### config.mk
export PLATFORM = sky130hd
export DESIGN_NAME = deadlock_report_aggregator_flat
export DESIGN_NICKNAME = d
export VERILOG_FILES = /design/src/rtl/deadlock_report_if.sv /design/src/rtl/deadlock_report_aggregator.sv /design/src/flat_wrapper.sv
export SDC_FILE = /design/constraint.sdc
export NUM_CORES = 1
export LEC_CHECK = 0
export ABC_AREA = 1
export BUFFER_PORTS_ARGS = -buffer_cell sky130_fd_sc_hd__buf_2
export CAP_MARGIN = 20
export CELL_PAD_IN_SITES_DETAIL_PLACEMENT = 0
export CELL_PAD_IN_SITES_GLOBAL_PLACEMENT = 1
export CORE_ASPECT_RATIO = 0.7
export CORE_MARGIN = 3
export CORE_UTILIZATION = 40
export CTS_CLUSTER_SIZE = 10
export DETAILED_ROUTE_END_ITERATION = 6
export PLACE_DENSITY = 0.8
export SLEW_MARGIN = 40
export SYNTH_ARGS = -nofsm -noshare
export SYNTH_HDL_FRONTEND = slang
export SYNTH_SLANG_ARGS = --single-unit
### constraint.sdc
create_clock -name clock -period 8.2 [get_ports clock]
set_input_delay 1.23 -clock clock [delete_from_list [all_inputs] [get_ports clock]]
set_output_delay 1.23 -clock clock [all_outputs]
set_load 0.005 [all_outputs]
### src/rtl/deadlock_report_if.sv
`default_nettype none
// ============================================================================
// deadlock_report_if : valid/ready channel carrying one deadlock diagnostic
// Revision: 1.0
// ============================================================================
interface deadlock_report_if #(
  parameter int NUM_MON = 4,
  parameter int IDX_W   = 2,
  parameter int TS_W    = 32
);
  logic               report_valid;
  logic               report_ready;
  logic [NUM_MON-1:0] report_mask;
  logic [IDX_W-1:0]   report_first;
  logic [TS_W-1:0]    report_time;

  modport master (
    output report_valid, report_mask, report_first, report_time,
    input  report_ready
  );

  modport slave (
    input  report_valid, report_mask, report_first, report_time,
    output report_ready
  );
endinterface
`default_nettype wire

### src/rtl/deadlock_report_aggregator.sv
`default_nettype none
// ============================================================================
// deadlock_report_aggregator : persistence filter over monitor block flags,
// sticky deadlock flag and a single diagnostic record per episode.
// Revision: 1.0
// ============================================================================
module deadlock_report_aggregator #(
  parameter int NUM_MON   = 4,
  parameter int IDX_W     = 2,
  parameter int THRESH_W  = 16,
  parameter int THRESHOLD = 1024,
  parameter int TS_W      = 32
) (
  input  wire logic                clock,
  input  wire logic                reset,
  input  wire logic [NUM_MON-1:0]  mon_block,
  input  wire logic [NUM_MON-1:0]  mon_enable,
  input  wire logic                clear,
  output logic                     deadlock,
  output logic [THRESH_W-1:0]      stall_count,
  deadlock_report_if.master        rep
);

  localparam logic [1:0] S_IDLE     = 2'd0;
  localparam logic [1:0] S_SUSPECT  = 2'd1;
  localparam logic [1:0] S_DEADLOCK = 2'd2;
  localparam logic [1:0] S_REPORTED = 2'd3;

  localparam logic [THRESH_W-1:0] THR    = THRESH_W'(THRESHOLD);
  localparam logic [THRESH_W-1:0] THR_M1 = THRESH_W'(THRESHOLD - 1);
  localparam bit                  THR_IS_ONE = (THRESHOLD == 1);

  logic [1:0]         state, state_nxt;
  logic [TS_W-1:0]    ts;
  logic [NUM_MON-1:0] masked;
  logic               any_blk;
  logic [IDX_W-1:0]   first_idx;
  logic               confirm;

  logic               deadlock_nxt, valid_nxt;
  logic [THRESH_W-1:0] stall_nxt;
  logic [NUM_MON-1:0] mask_nxt;
  logic [IDX_W-1:0]   first_nxt;
  logic [TS_W-1:0]    time_nxt;

  assign masked  = mon_block & mon_enable;
  assign any_blk = |masked;

  always_comb begin
    first_idx = '0;
    for (int i = NUM_MON - 1; i >= 0; i--) begin
      if (masked[i]) first_idx = IDX_W'(i);
    end
  end

  // Confirmation happens on the cycle that supplies the THRESHOLD-th blocked sample.
  assign confirm = any_blk &&
                   (((state == S_IDLE) && THR_IS_ONE) ||
                    ((state == S_SUSPECT) && (stall_count == THR_M1)));

  always_ff @(posedge clock or posedge reset) begin
    if (reset) begin
      state <= S_IDLE;
      ts    <= '0;
    end else begin
      state <= state_nxt;
      ts    <= ts + 1'b1;
    end
  end

  always_comb begin
    state_nxt = state;
    case (state)
      S_IDLE:     if (confirm) state_nxt = S_DEADLOCK;
                  else if (any_blk) state_nxt = S_SUSPECT;
      S_SUSPECT:  if (!any_blk) state_nxt = S_IDLE;
                  else if (confirm) state_nxt = S_DEADLOCK;
      S_DEADLOCK: if (rep.report_ready) state_nxt = S_REPORTED;
      S_REPORTED: state_nxt = S_REPORTED;
      default:    state_nxt = S_IDLE;
    endcase
    if (clear) state_nxt = S_IDLE;
  end

  always_comb begin
    deadlock_nxt = deadlock;
    valid_nxt    = rep.report_valid;
    stall_nxt    = stall_count;
    mask_nxt     = rep.report_mask;
    first_nxt    = rep.report_first;
    time_nxt     = rep.report_time;
    case (state)
      S_IDLE, S_SUSPECT: begin
        if (!any_blk) begin
          stall_nxt = '0;
        end else begin
          if (state == S_IDLE) begin
            first_nxt = first_idx;
            stall_nxt = THRESH_W'(1);
          end else begin
            stall_nxt = stall_count + 1'b1;
          end
          if (confirm) begin
            stall_nxt    = THR;
            mask_nxt     = masked;
            time_nxt     = ts;
            deadlock_nxt = 1'b1;
            valid_nxt    = 1'b1;
          end
        end
      end
      S_DEADLOCK: if (rep.report_ready) valid_nxt = 1'b0;
      default: ;
    endcase
    // A pending record is dropped; captured fields are left as they were.
    if (clear) begin
      deadlock_nxt = 1'b0;
      valid_nxt    = 1'b0;
      stall_nxt    = '0;
    end
  end

  always_ff @(posedge clock or posedge reset) begin
    if (reset) begin
      deadlock         <= 1'b0;
      stall_count      <= '0;
      rep.report_valid <= 1'b0;
      rep.report_mask  <= '0;
      rep.report_first <= '0;
      rep.report_time  <= '0;
    end else begin
      deadlock         <= deadlock_nxt;
      stall_count      <= stall_nxt;
      rep.report_valid <= valid_nxt;
      rep.report_mask  <= mask_nxt;
      rep.report_first <= first_nxt;
      rep.report_time  <= time_nxt;
    end
  end

endmodule
`default_nettype wire

### src/flat_wrapper.sv
// flat-port wrapper written by rule: the top's interface ports become plain ports
module deadlock_report_aggregator_flat 
#(
  parameter int NUM_MON   = 4,
  parameter int IDX_W     = 2,
  parameter int THRESH_W  = 16,
  parameter int THRESHOLD = 1024,
  parameter int TS_W      = 32
)
  (clock, reset, mon_block, mon_enable, clear, deadlock, stall_count, rep_report_valid, rep_report_mask, rep_report_first, rep_report_time, rep_report_ready);
  deadlock_report_if #(.NUM_MON(NUM_MON), .IDX_W(IDX_W), .TS_W(TS_W)) rep_i ();
  input  wire logic clock;
  input  wire logic reset;
  input  wire logic [NUM_MON-1:0] mon_block;
  input  wire logic [NUM_MON-1:0] mon_enable;
  input  wire logic clear;
  output logic deadlock;
  output logic [THRESH_W-1:0] stall_count;
  output wire logic [$bits(rep_i.report_valid)-1:0] rep_report_valid;
  output wire logic [$bits(rep_i.report_mask)-1:0] rep_report_mask;
  output wire logic [$bits(rep_i.report_first)-1:0] rep_report_first;
  output wire logic [$bits(rep_i.report_time)-1:0] rep_report_time;
  input wire logic [$bits(rep_i.report_ready)-1:0] rep_report_ready;
  assign rep_report_valid = rep_i.report_valid;
  assign rep_report_mask = rep_i.report_mask;
  assign rep_report_first = rep_i.report_first;
  assign rep_report_time = rep_i.report_time;
  assign rep_i.report_ready = rep_report_ready;
  deadlock_report_aggregator #(.NUM_MON(NUM_MON), .IDX_W(IDX_W), .THRESH_W(THRESH_W), .THRESHOLD(THRESHOLD), .TS_W(TS_W)) u_core (.clock(clock), .reset(reset), .mon_block(mon_block), .mon_enable(mon_enable), .clear(clear), .deadlock(deadlock), .stall_count(stall_count), .rep(rep_i));
endmodule
Yosys cells after proc, flatten, opt, wreduce, memory -nomap -nowiden
Cells that the tools add are included.
{"block": "totals", "regBits": 90, "input_bits": 12, "word_cells": 57}
{"block": "classes", "addsub": 2, "eq_ne": 9, "muxes": 23, "bitwise": 1, "reduce_logical": 14}
{"op": "$mux W16", "n": 5}
{"op": "$add A32 B1 Y32 const B", "n": 1}
{"op": "$mux W2", "n": 10}
{"op": "$add A16 B1 Y16 const B", "n": 1}
{"op": "$eq A16 B10 Y1 const B", "n": 1}
{"op": "$reduce_and A3 Y1", "n": 4}
{"op": "$pmux W2 S4", "n": 1}
{"op": "$mux W1", "n": 6}
{"op": "$ne A3 B2 Y1 const B", "n": 2}
{"op": "$reduce_bool A2 Y1", "n": 3}
{"op": "$and A4 B4 Y4", "n": 1}
{"op": "$eq A2 B2 Y1 const B", "n": 2}
{"op": "$ne A4 B2 Y1 const B", "n": 1}
{"op": "$ne A4 B4 Y1 const B", "n": 1}
{"op": "$reduce_and A4 Y1", "n": 1}
{"op": "$reduce_or A4 Y1", "n": 1}
{"op": "$ne A3 B3 Y1 const B", "n": 1}
{"op": "$reduce_bool A3 Y1", "n": 1}
{"op": "$eq A2 B1 Y1 const B", "n": 1}
{"op": "$logic_and A1 B1 Y1", "n": 2}
{"op": "$logic_not A2 Y1", "n": 1}
{"op": "$pmux W1 S2", "n": 1}
{"op": "$reduce_or A2 Y1", "n": 1}

Depth between registers and ports, before layout
{"block": "logic_depth", "ltp_word": 7, "depth_mapped": 10, "depth_no_buf": 9}

Worst setup path after synthesis
No wires, ideal clock.
{"block": "synth_path", "kind": "input to register", "startpoint": "input port mon_block[1]", "endpoint": "register u_core.state[1]", "setup_time_ps": 118, "arrival_ps": 2066, "path_slack_ps": 6016, "stages": 9, "path_cell_list": "nand2_1 nand2_1 inv_1 nand2_2 nand2_1 nand3b_2 buf_6 nand3b_1 nand2_1"}
{"block": "synth_between", "elab_chain_cells": 6, "word_cells_on_any_way": 10, "classes_between": "2 x eq/ne; 4 x mux; 1 x bitwise; 3 x reduce/logical"}
{"element": "start: declaration", "line": "flat_wrapper.sv:14", "source": "input wire logic [NUM_MON-1:0] mon_block;"}
{"element": "$and A4 B4 Y4 (*)", "line": "deadlock_report_aggregator.sv:46", "source": "assign masked = mon_block & mon_enable;"}
{"element": "$reduce_or A4 Y1 (*)", "line": "deadlock_report_aggregator.sv:47", "source": "assign any_blk = |masked;"}
{"element": "$logic_and A1 B1 Y1", "line": "deadlock_report_aggregator.sv:57", "source": "assign confirm = any_blk &&"}
{"element": "$mux W2", "line": "deadlock_report_aggregator.sv:74", "source": "S_IDLE: if (confirm) state_nxt = S_DEADLOCK;"}
{"element": "$pmux W2 S4", "line": "deadlock_report_aggregator.sv:73", "source": "case (state)"}
{"element": "$mux W2", "line": "deadlock_report_aggregator.sv:82", "source": "if (clear) state_nxt = S_IDLE;"}
{"element": "end signal: assignment", "line": "deadlock_report_aggregator.sv:66", "source": "state <= state_nxt;"}
{"element": "end: declaration", "line": "deadlock_report_aggregator.sv:33", "source": "logic [1:0] state, state_nxt;"}
Mark *: on every way between the ends. The rest lies on a longest branch, timed or not.
A chain may end at the register's enable or synchronous reset.

Worst setup path in the final report
{"block": "layout_path", "startpoint": "input port mon_block[1]", "endpoint": "register u_core.rep.report_valid"}
{"block": "layout_between", "elab_chain_cells": 5, "word_cells_on_any_way": 6, "classes_between": "2 x eq/ne; 1 x bitwise; 3 x reduce/logical"}
{"element": "$and A4 B4 Y4 (*)", "line": "deadlock_report_aggregator.sv:46"}
{"element": "$reduce_or A4 Y1 (*)", "line": "deadlock_report_aggregator.sv:47"}
{"element": "$logic_and A1 B1 Y1", "line": "deadlock_report_aggregator.sv:57"}
{"element": "$ne A3 B2 Y1 (no line)"}
{"element": "$reduce_and A4 Y1 (no line) (*)"}
{"element": "end signal: assignment", "line": "deadlock_report_aggregator.sv:134", "source": "rep.report_valid <= valid_nxt;"}
{"element": "end: declaration", "line": "deadlock_report_if.sv:18", "source": "output report_valid, report_mask, report_first, report_time,"}
Marks and branches as above.

==> results.cfg <==
[outcome]
status = completed

[clocking]
cts_post_setup_buffers_inserted = 0
postCtsHoldBufs = 0
cts_tree = done
cts-resized-gates = 0
root_buffer = sky130_fd_sc_hd__clkbuf_16
h_tree_depth = 3
clk_path_buf_depth = 2
clock_insertion_delay_worst_skew_ns = 0.34
cts_made_buffers = 9
clock-sinks = 90
cts.clk_slew.worst_paths_ns = 0.06

[synth]
postSynthRegisterBits = 90
ys_seq_area_share_pct = 48.9
synthMuxAreaShare_pct = 0
synth_xor_area_share_pct = 6.08
synth_simple_gate_area_share_pct = 26.3
post_synth_num_cell_types = 31
synthesis.area_mm2 = 0.00461
dominant_combinational_cell_family_by_area_after_synthesis = simple AND/OR/NAND/NOR gates
synth.net_count = 536
syn_inst = 522
synth_area_per_cell_um2 = 8.83
synth-compound-area-share_pct = 9.96
yosys_warnings = 0
yosys.area_share.adder_pct = 0.543

[drt]
met3_length_um = 583
route.final.wire_length_mm = 10.6
routed-via-count = 3578
top_layer = met4
vias_per_cell = 4.77
routedWlPerCell_um = 14.1
met2_length_mm = 4.07
drc = 0
met1_length_mm = 5.78
detail_route.first_pass.iterations = 5
detail_route.iter0.violations = 241
antenna_violating_nets_post_route = 0

[global_route]
grt_usage_pct = 17.5
grt_first_pass_wirelength_mm = 17.7
grt_antenna_before_repair = 0
overflow = 0
grt_max_degree = 74
number_of_global_route_vias_before_repair = 3375

[timing]
postLayoutSetupSlackWorst_ns = 5.77
tns_ns = 0
finalSetupViolations = 0
finalHoldViolCount = 0
max_freq_mhz = 411
rsz0062_at_grt = no
final_period_minus_worst_setup_slack_ns = 2.43
worst_clock_skew_ns = 0.00596
fin_crit_sh_pct = 29.7
drv_slew = 0
max_slew_margin_pct = 47.5
worst_pin_slew_ns = 0.788

[min_path]
hold_class = flop to flop
hold_path_startpoint = u_core.ts[31]$_DFF_PP0_

[cells_and_area]
num_antenna_cells = 0
register_area_mm2 = 0.00225
area_delta_synth_final_pct = 15.5
multi_input_area_mm2 = 0.00198
final_nets = 606
final-instance-count-excl-fill = 750
fin_util_pct = 47.8
layout.filler_cells = 1146
finalInstanceArea_mm2 = 0.00532
fraction_of_layout_instances_using_a_drive_strength_above_1_pct = 29.5

[placement]
detailed_place_hpwl_mm = 7.99
place_inst = 734
placement.cell_area_mm2 = 0.00505
buffer_ports.inserted = 67
gp_congestion = 0.865
setup_ws_pre_cts_ns = 5.37

[setup_path]
crit_required_ns = 8.43
critical_path.slowest_cell = sky130_fd_sc_hd__buf_6
timing.critical_path.cells = buf_2 -> nand2_1 -> nand2_1 -> inv_1 -> nand2_2 -> nand3_4 -> buf_6 -> nand2_1 -> nand3_1 -> nand2_1
worstPathArrival_ns = 2.67
cp_max_fo = 73
timing.critical_path.mode_cell = sky130_fd_sc_hd__nand2_1
slowest_delay_ns = 0.58
crit_path_end_kind = flop
timing.critical_path.from = mon_block[1]
worstSetupPathType = primary input to flop
worst_r2r_startpoint = u_core.stall_count[1]$_DFFE_PP0N_
worstSetupStartpointType = primary input

[power]
p_sw_w = 0.000241
power.sequential.fraction_pct = 50.5
power_frac_comb_pct = 9.2
power_density_mw_per_mm2 = 176
leakage_nw = 2.58
peakVddDrop_mv = 0.0911
part_of_the_total_power_dissipated_in_the_clock_network_pct = 40.3
power_report.internal_total_w = 0.000697
power.switching_fraction_pct = 25.7

[die]
dieArea_mm2 = 0.0129
fp.coreArea_mm2 = 0.0111
rows = 32
die_w_um = 134
initial_utilization_pct = 41.4
floorplan.io_pins = 68
die_h_um = 95.8

[job]
timing.max_cap.violations = 0
## cell usage after synthesis, drive strengths merged
library cell	number	share of area (%)
nand2	145	14
dfrtp	90	49
inv	73	5.9
o21ai	51	8.5
nor2	45	4.4
xor2	31	5.9
nand3	27	3.4
nor3	19	2.2
nand4	13	1.8
buf	10	2.2
o22ai	6	0.81
a21oi	2	0.22
ha	2	0.54
nand3b	2	0.41
o21bai	2	0.33
a31oi	1	0.14
clkinv	1	0.081
or2	1	0.14
xnor2	1	0.19
## cell type report
type,instances,share of cell area (%)
flip-flops and latches,90,42.3
multi-input cells,348,37.1
repair buffers,69,6.72
inverters,74,5.24
clock buffers,13,4.70
well taps,153,3.60
clock inverters,3,0.282
## per-layer routing
metal	up-vias	GRT usage, %
met4	0	4.83
met5	-	0
met1	1684	27.4
met2	89	23.7
li1	1792	-
met3	13	4.08
## cells in the final DEF, fill, tap and decap left out, types with 2 or more instances in the layout
cell type and n:
sky130_fd_sc_hd__clkbuf_16 9, sky130_fd_sc_hd__nor3_1 18, sky130_fd_sc_hd__o22ai_1 6, sky130_fd_sc_hd__a21oi_1 2, sky130_fd_sc_hd__dfrtp_1 90, sky130_fd_sc_hd__nand4_1 13
sky130_fd_sc_hd__o21bai_1 2, sky130_fd_sc_hd__inv_1 69, sky130_fd_sc_hd__o21ai_0 10, sky130_fd_sc_hd__nand3_1 24, sky130_fd_sc_hd__nor2_4 3, sky130_fd_sc_hd__nand3_2 2
sky130_fd_sc_hd__clkinv_2 4, sky130_fd_sc_hd__buf_2 67, sky130_fd_sc_hd__ha_1 2, sky130_fd_sc_hd__nor2_1 37, sky130_fd_sc_hd__o21ai_2 36, sky130_fd_sc_hd__buf_6 2
sky130_fd_sc_hd__inv_2 3, sky130_fd_sc_hd__nand2_1 105, sky130_fd_sc_hd__nand2_2 40, sky130_fd_sc_hd__nor2_2 5, sky130_fd_sc_hd__clkbuf_1 3, sky130_fd_sc_hd__o21ai_1 5
sky130_fd_sc_hd__xor2_1 31
## cell families after synthesis
family	count (synthesis)
AOI/OAI and AO/OA	62
xor gates and xnor gates	32
adders and majority gates	2
buffers and inverters	84
DFF	90
and+or+nand+nor	252
## state kept, by name, summed over array words and instances, names as in the netlist
register and flops:
u_core.ts 32, u_core.state 2, u_core.rep.report_valid 1, u_core.rep.report_first 2, u_core.deadlock 1, u_core.stall_count 16, u_core.rep.report_time 32, u_core.rep.report_mask 4
## path summary, 6_finish.rpt
check	to	slack, ns	cells past startpoint
setup / recovery	u_core.rep.report_valid$_DFFE_PP0P_	5.77	10
hold / removal	u_core.ts[31]$_DFF_PP0_	0.47	2
setup reg to reg	u_core.rep.report_valid$_DFFE_PP0P_	6.22	8
hold reg to reg	u_core.ts[31]$_DFF_PP0_	0.47	2
max in group asynchronous	u_core.ts[5]$_DFF_PP0_	6.40	3
min in group asynchronous	u_core.rep.report_time[24]$_DFFE_PP0P_	0.89	2
## stage by stage
step / total power (W) / hold WS [ns]
after global routing: 0.000981 / 0.502
after detailed placement: 0.000569 / 0.465
after floorplan: 0.000536 / 0.441
final: 0.000938 / 0.472
after CTS: 0.000950 / 0.479
after global placement: 0.000567 / 0.453
## power groups by stage
stage                      logic, W  registers [W]  clock network (W)
after floorplan           0.0000600       0.000476                  0
after global placement    0.0000849       0.000482                  0
after detailed placement  0.0000867       0.000482                  0
after CTS                 0.0000866       0.000474           0.000389
after global routing      0.0000987       0.000477           0.000406
final                     0.0000864       0.000474           0.000378
## critical path: cells and delay by family
family                 cells  cell delay [ns]
buffers and inverters      3             0.75
AND/OR/NAND/NOR            7             0.68
Note: power is estimated with default switching activity, not from simulation.
